<file path="src/rtl/seg7_pkg.sv">
// Shared types and constants for the 7-segment scan controller: segment patterns
// (A..G, active-low), scan FSM states and the BCD decode helper.
package seg7_pkg;

    localparam logic [6:0] SEG_OFF  = 7'h7F;
    localparam logic [6:0] SEG_DIG0 = 7'b0000001;
    localparam logic [6:0] SEG_DIG1 = 7'b1001111;
    localparam logic [6:0] SEG_DIG2 = 7'b0010010;
    localparam logic [6:0] SEG_DIG3 = 7'b0000110;
    localparam logic [6:0] SEG_DIG4 = 7'b1001100;
    localparam logic [6:0] SEG_DIG5 = 7'b0100100;
    localparam logic [6:0] SEG_DIG6 = 7'b0100000;
    localparam logic [6:0] SEG_DIG7 = 7'b0001111;
    localparam logic [6:0] SEG_DIG8 = 7'b0000000;
    localparam logic [6:0] SEG_DIG9 = 7'b0000100;

    typedef enum logic {
        ST_ON    = 1'b0,
        ST_BLANK = 1'b1
    } seg7_scan_state_t;

    // Non-BCD nibbles map to a dark digit rather than a garbage pattern
    function automatic logic [6:0] seg7_decode(input logic [3:0] bcd);
        logic [6:0] seg;
        case (bcd)
            4'd0:    seg = SEG_DIG0;
            4'd1:    seg = SEG_DIG1;
            4'd2:    seg = SEG_DIG2;
            4'd3:    seg = SEG_DIG3;
            4'd4:    seg = SEG_DIG4;
            4'd5:    seg = SEG_DIG5;
            4'd6:    seg = SEG_DIG6;
            4'd7:    seg = SEG_DIG7;
            4'd8:    seg = SEG_DIG8;
            4'd9:    seg = SEG_DIG9;
            default: seg = SEG_OFF;
        endcase
        return seg;
    endfunction

endpackage

</file>
<file path="src/rtl/bcd_to_7seg.sv">
// Combinational BCD to active-low 7-segment decoder shared across all scanned digits.
module bcd_to_7seg
    import seg7_pkg::*;
(
    input  logic [3:0] bcd_i,
    output logic [6:0] seg_o
);

    assign seg_o = seg7_decode(bcd_i);

endmodule

</file>
<file path="src/rtl/seg7_scan_ctrl.sv">
// Multiplexed common-anode 7-segment scan controller with frame-boundary shadow update.
// Optional feature: define SEG7_LEADING_ZERO_BLANK_EN for leading-zero blanking.
module seg7_scan_ctrl
    import seg7_pkg::*;
#(
    parameter int NUM_DIGITS   = 4,
    parameter int DWELL_CYCLES = 50000,
    parameter int BLANK_CYCLES = 500
) (
    input  logic                    clk,
    input  logic                    rst_n,
    input  logic                    upd_valid,
    input  logic [4*NUM_DIGITS-1:0] upd_digits,
    output logic                    upd_ready,
    output logic                    frame_start,
    output logic [NUM_DIGITS-1:0]   an,
    output logic [6:0]              seg
);

    localparam int TMR_MAX    = (DWELL_CYCLES > BLANK_CYCLES) ? DWELL_CYCLES : BLANK_CYCLES;
    localparam int TMR_W      = $clog2(TMR_MAX + 1);
    localparam int IDX_W      = (NUM_DIGITS > 1) ? $clog2(NUM_DIGITS) : 1;
    localparam int BLANK_LAST = (BLANK_CYCLES > 0) ? BLANK_CYCLES - 1 : 0;

    localparam logic [TMR_W-1:0] DWELL_END = TMR_W'(DWELL_CYCLES - 1);
    localparam logic [TMR_W-1:0] BLANK_END = TMR_W'(BLANK_LAST);
    localparam logic [IDX_W-1:0] IDX_LAST  = IDX_W'(NUM_DIGITS - 1);

    seg7_scan_state_t        state_q, state_d;
    logic [IDX_W-1:0]        idx_q, idx_d, idx_next_s;
    logic [TMR_W-1:0]        timer_q, timer_d;
    logic [4*NUM_DIGITS-1:0] shadow_q;
    logic                    ready_d;
    logic [NUM_DIGITS-1:0]   an_q, an_d;
    logic [6:0]              seg_q, seg_d, dec_seg_s;
    logic                    frame_q;
    logic [3:0]              nibble_s;
    logic                    lzb_blank_s;

    assign nibble_s = shadow_q[{idx_q, 2'b00} +: 4];

    bcd_to_7seg u_dec (
        .bcd_i (nibble_s),
        .seg_o (dec_seg_s)
    );

`ifdef SEG7_LEADING_ZERO_BLANK_EN
    logic [NUM_DIGITS-1:0] lz_s;

    // lz_s[i] is set when nibble i and every nibble above it are zero
    always_comb begin
        lz_s = {NUM_DIGITS{1'b0}};
        lz_s[NUM_DIGITS-1] = (shadow_q[4*NUM_DIGITS-1 -: 4] == 4'h0);
        for (int i = NUM_DIGITS - 2; i >= 0; i--) begin
            lz_s[i] = (shadow_q[4*i +: 4] == 4'h0) && lz_s[i+1];
        end
        lzb_blank_s = (idx_q != {IDX_W{1'b0}}) && lz_s[idx_q];
    end
`else
    assign lzb_blank_s = 1'b0;
`endif

    // Scan sequencing: dwell on a digit, optional guard, then advance with wraparound
    always_comb begin
        state_d    = state_q;
        idx_d      = idx_q;
        timer_d    = timer_q + TMR_W'(1);
        idx_next_s = (idx_q == IDX_LAST) ? {IDX_W{1'b0}} : idx_q + IDX_W'(1);
        case (state_q)
            ST_ON: begin
                if (timer_q == DWELL_END) begin
                    timer_d = {TMR_W{1'b0}};
                    if (BLANK_CYCLES == 0) begin
                        idx_d = idx_next_s;
                    end else begin
                        state_d = ST_BLANK;
                    end
                end else begin
                    timer_d = timer_q + TMR_W'(1);
                end
            end
            ST_BLANK: begin
                if (timer_q == BLANK_END) begin
                    timer_d = {TMR_W{1'b0}};
                    state_d = ST_ON;
                    idx_d   = idx_next_s;
                end else begin
                    timer_d = timer_q + TMR_W'(1);
                end
            end
            default: begin
                state_d = ST_ON;
                idx_d   = {IDX_W{1'b0}};
                timer_d = {TMR_W{1'b0}};
            end
        endcase
        // Ready is registered from next state so it lines up with the FSM window itself
        ready_d = (idx_d == IDX_LAST) &&
                  ((state_d == ST_BLANK) ||
                   ((BLANK_CYCLES == 0) && (state_d == ST_ON) && (timer_d == DWELL_END)));
    end

    // Output pattern for the digit currently selected by the FSM
    always_comb begin
        if (state_q == ST_ON) begin
            an_d  = ~(NUM_DIGITS'(1) << idx_q);
            seg_d = lzb_blank_s ? SEG_OFF : dec_seg_s;
        end else begin
            an_d  = {NUM_DIGITS{1'b1}};
            seg_d = SEG_OFF;
        end
    end

    // FSM, shadow digits and registered outputs
    always_ff @(posedge clk or negedge rst_n) begin
        if (!rst_n) begin
            state_q   <= ST_ON;
            idx_q     <= {IDX_W{1'b0}};
            timer_q   <= {TMR_W{1'b0}};
            shadow_q  <= {(4*NUM_DIGITS){1'b1}};
            upd_ready <= 1'b0;
            an_q      <= {NUM_DIGITS{1'b1}};
            seg_q     <= SEG_OFF;
            frame_q   <= 1'b0;
        end else begin
            state_q   <= state_d;
            idx_q     <= idx_d;
            timer_q   <= timer_d;
            upd_ready <= ready_d;
            an_q      <= an_d;
            seg_q     <= seg_d;
            frame_q   <= (state_q == ST_ON) && (idx_q == {IDX_W{1'b0}}) &&
                         (timer_q == {TMR_W{1'b0}});
            if (upd_valid && upd_ready) begin
                shadow_q <= upd_digits;
            end else begin
                shadow_q <= shadow_q;
            end
        end
    end

    assign an          = an_q;
    assign seg         = seg_q;
    assign frame_start = frame_q;

endmodule
</file>
<file path="config.mk">
export PLATFORM = sky130hd
export DESIGN_NAME = seg7_scan_ctrl
export DESIGN_NICKNAME = d
export VERILOG_FILES = /design/src/rtl/seg7_pkg.sv /design/src/rtl/bcd_to_7seg.sv /design/src/rtl/seg7_scan_ctrl.sv
export SDC_FILE = /design/constraint.sdc
export NUM_CORES = 1
export LEC_CHECK = 0
export CAP_MARGIN = 20
export CORE_UTILIZATION = 54
export DETAILED_ROUTE_END_ITERATION = 6
export PLACE_DENSITY = 0.84
export SLEW_MARGIN = 5
export SYNTH_ARGS = -nofsm -noshare
export SYNTH_HDL_FRONTEND = slang
export SYNTH_SLANG_ARGS = --single-unit
</file>
<file path="constraint.sdc">
create_clock -name clk -period 2.52 [get_ports clk]
set_clock_uncertainty 0.05 [all_clocks]
set_input_delay 0.756 -clock clk [delete_from_list [all_inputs] [get_ports clk]]
set_output_delay 0.756 -clock clk [all_outputs]
set_load 0.01 [all_outputs]
</file>
==> results.cfg <==
[critical_path]
cp.required_ns = 2.70
crit_type = reg -> reg
cp_data_arrival_time_ns = 2.43
end_kind = register
start_kind = register
cp_max_fo = 9

[sta]
setup_tns_ns = 0
setup_viol = 0
fin_crit_ns = 2.241
drv_slew = 0
hold_violations = 0
whs_ns = 0.4717
worst_pin_slew_ns = 0.5617
max_slew_margin_pct = 62.55
fmax_mhz = 446.3
min_period_over_period_pct = 88.92
rsz0062_at_grt = no

[die]
pin_count = 32
rows = 23
coreArea_mm2 = 0.004086
start_util_pct = 57.65
die_x_um = 68.05
die_y_um = 68.05
die_area_mm2 = 0.004631

[logic_synthesis]
synthAdderAreaFrac_pct = 6.373
syn-instance-count = 193
synth.area.mux_share_pct = 14.23
synth_compound_area_share_pct = 3.983
synthSimpleGateAreaFrac_pct = 14.18
synth_area_leaders = dfstp_2, dfrtp_1, mux2_2
synth_area_mm2 = 0.002356
syn_area_per_cell_um2 = 12.21
synth_top_family_by_area = multiplexers
syn-num-nets = 224
yosys.area.top_type = dfstp_2
synth-seq-area-share_pct = 52.42
ys_types = 37
synth_xor_area_share_pct = 5.204
netlist.area_leader.share_pct = 30.11
ys_ff_latch = 48
yosys_warnings = 0

[routing]
wl_per_cell_um = 14.51
vias_per_cell = 5.446
route.detailed.drc = 0
drtIter0Drc = 109
ant_nets = 0
routed_wl_um = 4033
drt_pass1_iterations = 5
route.vias.total = 1514

[cts]
clkTransAtPathRegs_ns = 0.08
clk_latency_ns = 0.30
numCtsBuffers = 5
clk_path_buf_depth = 2
cts_resized = 0
holdBufCountCts = 0
cts_root_buf = clkbuf_8
clock_sinks = 48
tritoncts = built
cts_max_level = 2
postCtsSetupRepairBufs = 0

[finish]
drive_gt1_share_pct = 27.63
fillerInstances = 294
utilization_pct = 68.52
synthToLayoutAreaGrowth_pct = 18.85
layout_commonest_cell = clkdlybuf4s50_1
layout_common_cells = clkdlybuf4s50_1, dfstp_2, dfrtp_1
nets = 258
regArea_mm2 = 0.001235
stdcell_count = 278
multiInputGateArea_mm2 = 0.001036
n_antenna_cell = 0

[job]
cap_violations = 0

[grt]
antenna_found_initial = 0
grt_pass1_wl_um = 6803
grt_util_met1_pct = 28.28
grt_use_total_pct = 20.41
use_met2_pct = 30.64
grt_pass1_vias = 1427
grt_busiest_layer = met2
met3_usage_pct = 5.333
gr-total-overflow = 0
grt_start_max_net_pins = 49

[power]
p_per_area_mw_per_mm2 = 470.3
vdd_drop_max_v = 0.0003466
leakage_nw = 1.215

[place]
hpwlAfterDp_um = 2890
io_buffers = 31
dp.cells = 270
gp_congestion = 0.8323

[min_path]
hold_path.class = in -> async

[outcome]
outcome = finished clean
[path summary, 6_finish.rpt]
kind                                       start                    end  slack (ns)  cells after the start
setup / recovery              idx_q[0]$_DFF_PN0_       seg[2]$_DFF_PN1_        0.28                      7
hold / removal                             rst_n   timer_q[1]$_DFF_PN0_        0.47                      2
setup reg to reg              idx_q[0]$_DFF_PN0_       seg[2]$_DFF_PN1_        0.28                      7
hold reg to reg            timer_q[11]$_DFF_PN0_  timer_q[11]$_DFF_PN0_        0.47                      1
max in group asynchronous                  rst_n        an[2]$_DFF_PN1_        1.56                      2
min in group clk           timer_q[11]$_DFF_PN0_  timer_q[11]$_DFF_PN0_        0.47                      1
[per-stage QoR]
step           total power, mW  setup slack, ns  area (µm²)
3_3_place_gp            0.8276           0.4010        2695
3_5_place_dp            0.8280           0.3016        2695
5_1_grt                  1.372           0.1604        2800
6_report                 1.317           0.2793        2800
2_1_floorplan           0.7858           0.5066        2356
4_1_cts                  1.332           0.2859        2800
[cells in the mapped netlist, drive strengths merged]
library cell and n:
or2 1, o32ai 1, inv 11, nor4 4
and3 2, xor2 10, nand4 5, dfrtp 21
clkbuf 1, xnor2 4, o211ai 1, nor2 20
a21oi 2, or4 2, o31ai 1, mux2 19
nand3 9, o21a 2, or3 1, nor3 3
mux4 4, nand2 15, o22ai 1, o21ai 4
nor4b 1, and4 1, and4b 1, buf 5
mux2i 2, dfstp 27, ha 12
[where the power goes]
| part | internal [mW] | switching, mW |
|---|---|---|
| Sequential | 0.772 | 0 |
| Clock | 0.254 | 0.250 |
| Combinational | 0.0244 | 0.0167 |
[metal layers]
layer	wire length, µm	share of wire (%)	vias to the layer above
met1	1871	46	728
met2	1908	47	46
met5	0	0	-
met4	43	1.1	0
met3	210	5.2	6
li1	-	-	734
[layout make-up]
type                            instances  area share (%)
Sequential cell                        48           44.10
Multi-Input combinational cell        128           37.00
Timing Repair Buffer                   33           11.44
Clock buffer                            6           3.351
Tap cell                               50           2.234
Inverter                               11           1.475
Clock inverter                          2          0.4021
[kinds of logic after synthesis]
kind of cell / after synthesis
AO/OA/AOI/OAI: 12
XOR/XNOR: 14
adder cells (fa/ha/maj): 12
buffers and inverters: 17
flip-flops: 48
multiplexers: 25
AND/OR/NAND/NOR: 65
[sequential cells by signal, indices dropped and copies added (netlist names)]
signal and cells:
idx_q 2, timer_q 16, state_q 1, shadow_q 16
seg 7, an 4, upd_ready 1, frame_start 1
[worst max-delay path, stage by stage (launching register included)]
cell and delay (ns):
dfrtp_1 0.56, mux4_1 0.68, inv_1 0.17, ha_1 0.19, inv_1 0.04, mux2_4 0.25, o22ai_1 0.16, nand2_1 0.08
Power figures use the tool's default switching activity.
